[config.mk]
export PLATFORM = sky130hd
export DESIGN_NAME = alu_ctrl_seq
export DESIGN_NICKNAME = d
export VERILOG_FILES = /design/src/rtl/alu_pkg.sv /design/src/rtl/alu_func_dec.sv /design/src/rtl/alu_ctrl_seq.sv
export SDC_FILE = /design/constraint.sdc
export NUM_CORES = 1
export LEC_CHECK = 0
export CORE_MARGIN = 3
export CORE_UTILIZATION = 48
export CTS_CLUSTER_DIAMETER = 120
export DETAILED_ROUTE_END_ITERATION = 12
export PLACE_DENSITY = 0.93
export REMOVE_ABC_BUFFERS = 1
export SLEW_MARGIN = 20
export SYNTH_ARGS = -nofsm -noshare
export SYNTH_HDL_FRONTEND = slang
export SYNTH_SLANG_ARGS = --single-unit
[constraint.sdc]
create_clock -name clk -period 3.6 [get_ports clk]
set_clock_uncertainty 0.05 [all_clocks]
set_input_delay 0.72 -clock clk [delete_from_list [all_inputs] [get_ports clk]]
set_output_delay 0.72 -clock clk [all_outputs]
set_load 0.03 [all_outputs]
[src/rtl/alu_pkg.sv]
// Shared constants, state encoding and class helper for the ALU control sequencer.
package alu_pkg;

  localparam int unsigned FN_3 = 3;
  localparam int unsigned FN_4 = 4;
  localparam int unsigned FN_5 = 5;

  localparam logic [1:0] CTRL_DEF  = 2'b00;
  localparam logic [1:0] CTRL_01   = 2'b01;
  localparam logic [1:0] CTRL_SH_A = 2'b10;
  localparam logic [1:0] CTRL_SH_B = 2'b11;

  typedef enum logic [1:0] {
    IDLE   = 2'd0,
    SINGLE = 2'd1,
    ITER   = 2'd2
  } state_t;

  // Both shift controls share the upper code bit; every other class is single-beat.
  function automatic logic is_shift_ctrl(input logic [1:0] ctrl);
    return (ctrl == CTRL_SH_A) || (ctrl == CTRL_SH_B);
  endfunction

endpackage

[src/rtl/alu_func_dec.sv]
// Combinational function-code to ALU-control table; unknown codes fall to the default class.
module alu_func_dec import alu_pkg::*; #(
  parameter int FUNC_W = 3,
  parameter int CTRL_W = 2
) (
  input  logic [FUNC_W-1:0] func,
  output logic [CTRL_W-1:0] alu_ctrl
);

  // Zero-extended compare so narrow or wide function fields map the same way.
  always_comb begin
    alu_ctrl = CTRL_W'(CTRL_DEF);
    case (32'(func))
      FN_3:    alu_ctrl = CTRL_W'(CTRL_01);
      FN_4:    alu_ctrl = CTRL_W'(CTRL_SH_A);
      FN_5:    alu_ctrl = CTRL_W'(CTRL_SH_B);
      default: alu_ctrl = CTRL_W'(CTRL_DEF);
    endcase
  end

endmodule

[src/rtl/alu_ctrl_seq.sv]
// Registered, handshaked ALU control decoder; optionally splits a shift into 1-bit beats.
module alu_ctrl_seq import alu_pkg::*; #(
  parameter int FUNC_W  = 3,
  parameter int CTRL_W  = 2,
  parameter int SHAMT_W = 5
) (
  input  logic               clk,
  input  logic               rst,
  input  logic               in_valid,
  output logic               in_ready,
  input  logic [FUNC_W-1:0]  func,
  input  logic [SHAMT_W-1:0] shamt,
  input  logic               iter_mode,
  output logic               out_valid,
  input  logic               out_ready,
  output logic [CTRL_W-1:0]  alu_ctrl,
  output logic [SHAMT_W-1:0] step_amt,
  output logic               out_last,
  output logic               busy
);

  logic [CTRL_W-1:0]  dec_ctrl_p0;
  state_t             state_p1, state_nxt;
  logic [SHAMT_W-1:0] rem_p1, rem_nxt, step_nxt;
  logic [CTRL_W-1:0]  ctrl_nxt;
  logic               last_nxt;
  logic               adv, in_fire, iter_go;

  alu_func_dec #(
    .FUNC_W (FUNC_W),
    .CTRL_W (CTRL_W)
  ) u_dec (
    .func     (func),
    .alu_ctrl (dec_ctrl_p0)
  );

  // A beat is on the output whenever an instruction is in flight.
  assign out_valid = (state_p1 != IDLE);
  assign busy      = (state_p1 != IDLE);
  assign adv       = out_valid & out_ready;
  // Accept when idle, or on the cycle the last beat leaves (back-to-back path).
  assign in_ready  = !rst && ((state_p1 == IDLE) || (adv && out_last));
  assign in_fire   = in_valid & in_ready;
  assign iter_go   = iter_mode && is_shift_ctrl(dec_ctrl_p0[1:0]) && (shamt != '0);

  // Next-state and next-beat selection; everything holds unless a beat advances or a request lands.
  always_comb begin
    state_nxt = state_p1;
    rem_nxt   = rem_p1;
    ctrl_nxt  = alu_ctrl;
    step_nxt  = step_amt;
    last_nxt  = out_last;
    if (in_fire) begin
      ctrl_nxt = dec_ctrl_p0;
      if (iter_go) begin
        state_nxt = ITER;
        rem_nxt   = shamt;
        step_nxt  = SHAMT_W'(1);
        last_nxt  = (shamt == SHAMT_W'(1));
      end else begin
        state_nxt = SINGLE;
        rem_nxt   = '0;
        step_nxt  = shamt;
        last_nxt  = 1'b1;
      end
    end else if (adv) begin
      if ((state_p1 == ITER) && !out_last) begin
        rem_nxt  = rem_p1 - SHAMT_W'(1);
        last_nxt = (rem_p1 == SHAMT_W'(2));
      end else begin
        state_nxt = IDLE;
        rem_nxt   = '0;
        ctrl_nxt  = '0;
        step_nxt  = '0;
        last_nxt  = 1'b0;
      end
    end
  end

  // Stage p1: state, remaining-beat counter and the presented beat.
  always_ff @(posedge clk) begin
    if (rst) begin
      state_p1 <= IDLE;
      rem_p1   <= '0;
      alu_ctrl <= '0;
      step_amt <= '0;
      out_last <= 1'b0;
    end else begin
      state_p1 <= state_nxt;
      rem_p1   <= rem_nxt;
      alu_ctrl <= ctrl_nxt;
      step_amt <= step_nxt;
      out_last <= last_nxt;
    end
  end

endmodule

## After elaboration in Yosys (flattened, before gate mapping)

Index checks and enable logic that the tools add are counted.

- Register bits after elaboration: 15
- Output and inout bits: 11
- Logic and storage cells: 49

- $add $sub $neg: 1
- Equality and inequality tests: 9
- Mux-type cells: 18
- Bitwise gates (word level): 2
- Reduce and logical (&&, ||, !) cells: 14

Operators with widths:

| cell | count |
|---|---|
| 5-bit 2-to-1 mux | 8 |
| 2-bit 2-to-1 mux | 5 |
| 2-bit equality test, second input constant | 3 |
| 3-bit equality test, second input constant | 2 |
| 2-bit one-hot mux with 3 select lines | 1 |
| 5-bit by 1-bit equality test with 1-bit output, second input constant | 1 |
| 5-bit by 2-bit equality test with 1-bit output, second input constant | 1 |
| 1-bit logical AND | 5 |
| 5-bit nonzero test | 1 |
| 5-bit by 1-bit subtractor with 5-bit output, second input constant | 1 |
| 1-bit 2-to-1 mux | 4 |
| 2-bit nonzero test | 2 |
| 3-bit by 2-bit equality test with 1-bit output, second input constant | 1 |
| 1-bit bitwise AND | 2 |
| 1-bit zero test | 2 |
| 2-bit zero test | 1 |
| 1-bit logical OR | 2 |
| 2-bit != test, second input constant | 1 |
| 2-bit AND reduction | 1 |

## Longest topological paths before layout

- Depth in word-level cells: 8
- Gate-level depth with buffers: 6
- Mapped depth without buffers: 6

## Hierarchy

From an unflattened synthesis, not the netlist that was laid out.

- Cells, all modules: 90
- Area total of the unflattened synthesis: 804.5 µm²

Modules (own cells, without submodules):

| module | instances | cells an instance | area an instance (µm²) | seq. area each (µm²) |
|---|---|---|---|---|
| alu_ctrl_seq | 1 | 87 | 777.0 | 300.3 |
| alu_func_dec | 1 | 3 | 27.5 | 0.0 |

## Least setup slack after synthesis

Ideal clock, no wire load.

- Kind: in2out
- Start point: in rst
- End point: out in_ready
- Arrival: 1334 ps
- Required time: 2830 ps
- Slack: 1496 ps
- Cell stages on the path: 2
- Buffers on the path: 1
- Cell sequence: clkbuf_1 -> nor2_1

- Longest elaborated chain between the ends: 2

Ends and longest elaborated chain:

| element | line | source |
|---|---|---|
| from (decl) | alu_ctrl_seq.sv:8 | `input logic rst,` |
| 1-bit zero test | alu_ctrl_seq.sv:42 | `assign in_ready = !rst && ((state_p1 == IDLE) \|\| (adv && out_last));` |
| 1-bit logical AND | alu_ctrl_seq.sv:42 |  |
| to (decl) | alu_ctrl_seq.sv:10 | `output logic in_ready,` |

Every way passes these cells.

## Worst setup path after layout

- Start point: in out_ready
- End point: out in_ready

- Longest elaborated chain between the ends: 4

Ends and longest elaborated chain:

| element | line | source |
|---|---|---|
| from (decl) | alu_ctrl_seq.sv:15 | `input logic out_ready,` |
| 1-bit bitwise AND | alu_ctrl_seq.sv:40 | `assign adv = out_valid & out_ready;` |
| 1-bit logical AND | alu_ctrl_seq.sv:42 |  |
| 1-bit logical OR | alu_ctrl_seq.sv:42 |  |
| 1-bit logical AND | alu_ctrl_seq.sv:42 |  |

Every way passes these cells.

==> flow_summary.ini <==
[status]
status = complete, no violations

[yosys]
synth-edff-count = 0
seq_area_frac_synth = 0.379
syn_inst = 81
synth_area_per_cell_um2 = 9.78
syn_area_um2 = 792
async_flop_share = 0
yosysUniqueCellTypes = 36
yosys_register_bits = 15
yosysWarnings = 0
synth_ff_type = dfxtp_1

[placement]
hpwl_mm = 1.46
place_ws_ns = 0.574
placed_area_mm2 = 0.00104
dp.cells = 119
gp_congestion = 0.816
io_buffer_count = 23

[cts]
post-cts-setup-buffer-count = 0
clock-sinks = 15
holdBufCountCts = 0
clock_latency_ns = 0.29
h-tree-depth = 1
cts-root-buf = clkbuf_4
cts_tree = yes
path_clk_slew_ns = 0.10
cts_buffers = 3
clock_path_buffers = 2
post_cts_resized = 0

[timing]
whs_ns = 0.441
slew_headroom = 0.713
worst-slew-pin-transition_ns = 0.426
fmax_mhz = 331
tns_ns = 0
setup_viol = 0
fin_crit_sh = 0.840
layout_setup_ws_ns = 0.577
finalMaxSlewViolations = 0
fin_crit_ns = 3.02
hold_viol = 0
rsz0062_at_grt = no

[detailed_routing]
wire_per_inst_um = 14.9
viasPerCell = 6.06
drt_iter0_drc = 11
vias = 745
wirelength_mm = 1.84
postRouteAntennaNets = 0
drc = 0
drtPass1Iterations = 4

[critical_path]
start_kind = input port
crit_top_cell = clkdlybuf4s50_1
worstSetupPathType = in2out
path_cells = clkdlybuf4s50_1 -> a2bb2oi_2 -> nor2_1 -> clkdlybuf4s50_1
cp_top_family = buffers and inverters
arrival_ns = 2.25
path_buf_inv = 2
critPathMaxFanout = 5
cpPeakStageDelay_ns = 0.68
cp.required_ns = 2.83
end_kind = output pin
crit_slowest_cell = clkdlybuf4s50_1

[pwr]
finalPower_mw = 0.391
power.leakage_nw = 0.410
powerDensity_mw_per_mm2 = 367
ir_worst_vdd_v = 0.000345

[grt]
grt_busiest_layer = met2
grt.overflow.total = 0
grt_use_met2 = 0.308
grt_util_met3 = 0.0898
grt_pass1_vias = 668
grt_max_degree = 15
grtUsageMet1 = 0.223
grt_pass1_wl_mm = 2.90
grt_usage = 0.192
antenna_found_initial = 0

[die]
start_util = 0.520
die_area_mm2 = 0.00217
core_mm2 = 0.00152
placementRows = 14
die-height_um = 46.6
dieWidth_um = 46.6
ios = 24

[final_layout]
syn_to_final_growth_pct = 34.6
multi_input_area_um2 = 465
fin_area_mm2 = 0.00107
drive_gt1_frac = 0.131
antenna_cells = 0
fillers = 118
fin_util = 0.700
layout_common_cells = 23 x clkdlybuf4s50_1, 15 x dfxtp_1, 10 x nor2_1
nNetsFinal = 123
regArea_um2 = 300
final_common_cell = clkdlybuf4s50_1
instances_no_fill = 123

[worst_hold_path]
min_path_type = reg2reg

[run]
maxCapViolCount = 0
## report_power, final
| group | switching [mW] | internal [mW] |
|---|---|---|
| clock network | 0.0550 | 0.0413 |
| logic | 0.0555 | 0.0518 |
| registers | 0.0108 | 0.177 |
## final timing paths
| kind | endpoint | cells after the start | slack [ns] | startpoint |
|---|---|---|---|---|
| setup / recovery | in_ready | 4 | 0.58 | out_ready |
| hold reg to reg | step_amt[1]$_SDFFE_PP0P_ | 1 | 0.44 | step_amt[1]$_SDFFE_PP0P_ |
| setup reg to reg | rem_p1[4]$_SDFFE_PP0P_ | 6 | 2.08 | rem_p1[0]$_SDFFE_PP0P_ |
| hold / removal | step_amt[1]$_SDFFE_PP0P_ | 1 | 0.44 | step_amt[1]$_SDFFE_PP0P_ |
## layout make-up
| class | count | share of cell area |
|---|---|---|
| Clock buffer | 3 | 0.0211 |
| Timing Repair Buffer | 24 | 0.223 |
| Multi-Input combinational cell | 60 | 0.437 |
| Sequential cell | 15 | 0.282 |
| Clock inverter | 1 | 0.00469 |
| Inverter | 4 | 0.0141 |
| Tap cell | 16 | 0.0188 |
## registers in the layout, indices dropped and copies added, names as in the netlist
register,cells
rem_p1,5
step_amt,5
alu_ctrl,2
state_p1,2
out_last,1
## cells by family after synthesis
family | Yosys count | share of synthesized area
buf+inv | 6 | 0.0332
compound gates | 26 | 0.275
fa+ha+maj | 2 | 0.0316
xor+xnor | 4 | 0.0442
simple gates | 28 | 0.237
flops | 15 | 0.379
## layer usage
layer / vias up / routed length, um
met5: - / 0
met1: 351 / 760
li1: 358 / -
met3: 4 / 179
met2: 32 / 876
met4: 0 / 20
## synth_stat cells (2+ instances only)
| cell type | n | area, um2 |
|---|---|---|
| dfxtp_1 | 15 | 300 |
| a211oi_1 | 3 | 22.5 |
| nand2_1 | 2 | 7.51 |
| a221oi_1 | 2 | 17.5 |
| nor2_1 | 10 | 37.5 |
| ha_1 | 2 | 25.0 |
| a22oi_1 | 4 | 30.0 |
| inv_1 | 4 | 15.0 |
| nand2b_1 | 2 | 12.5 |
| xor2_1 | 4 | 35.0 |
| a32oi_1 | 2 | 17.5 |
| a22o_1 | 4 | 35.0 |
| a21oi_2 | 2 | 17.5 |
| o21ai_0 | 2 | 10.0 |
| nor3_1 | 2 | 10.0 |
No activity file was read; power rests on OpenSTA's default activity.
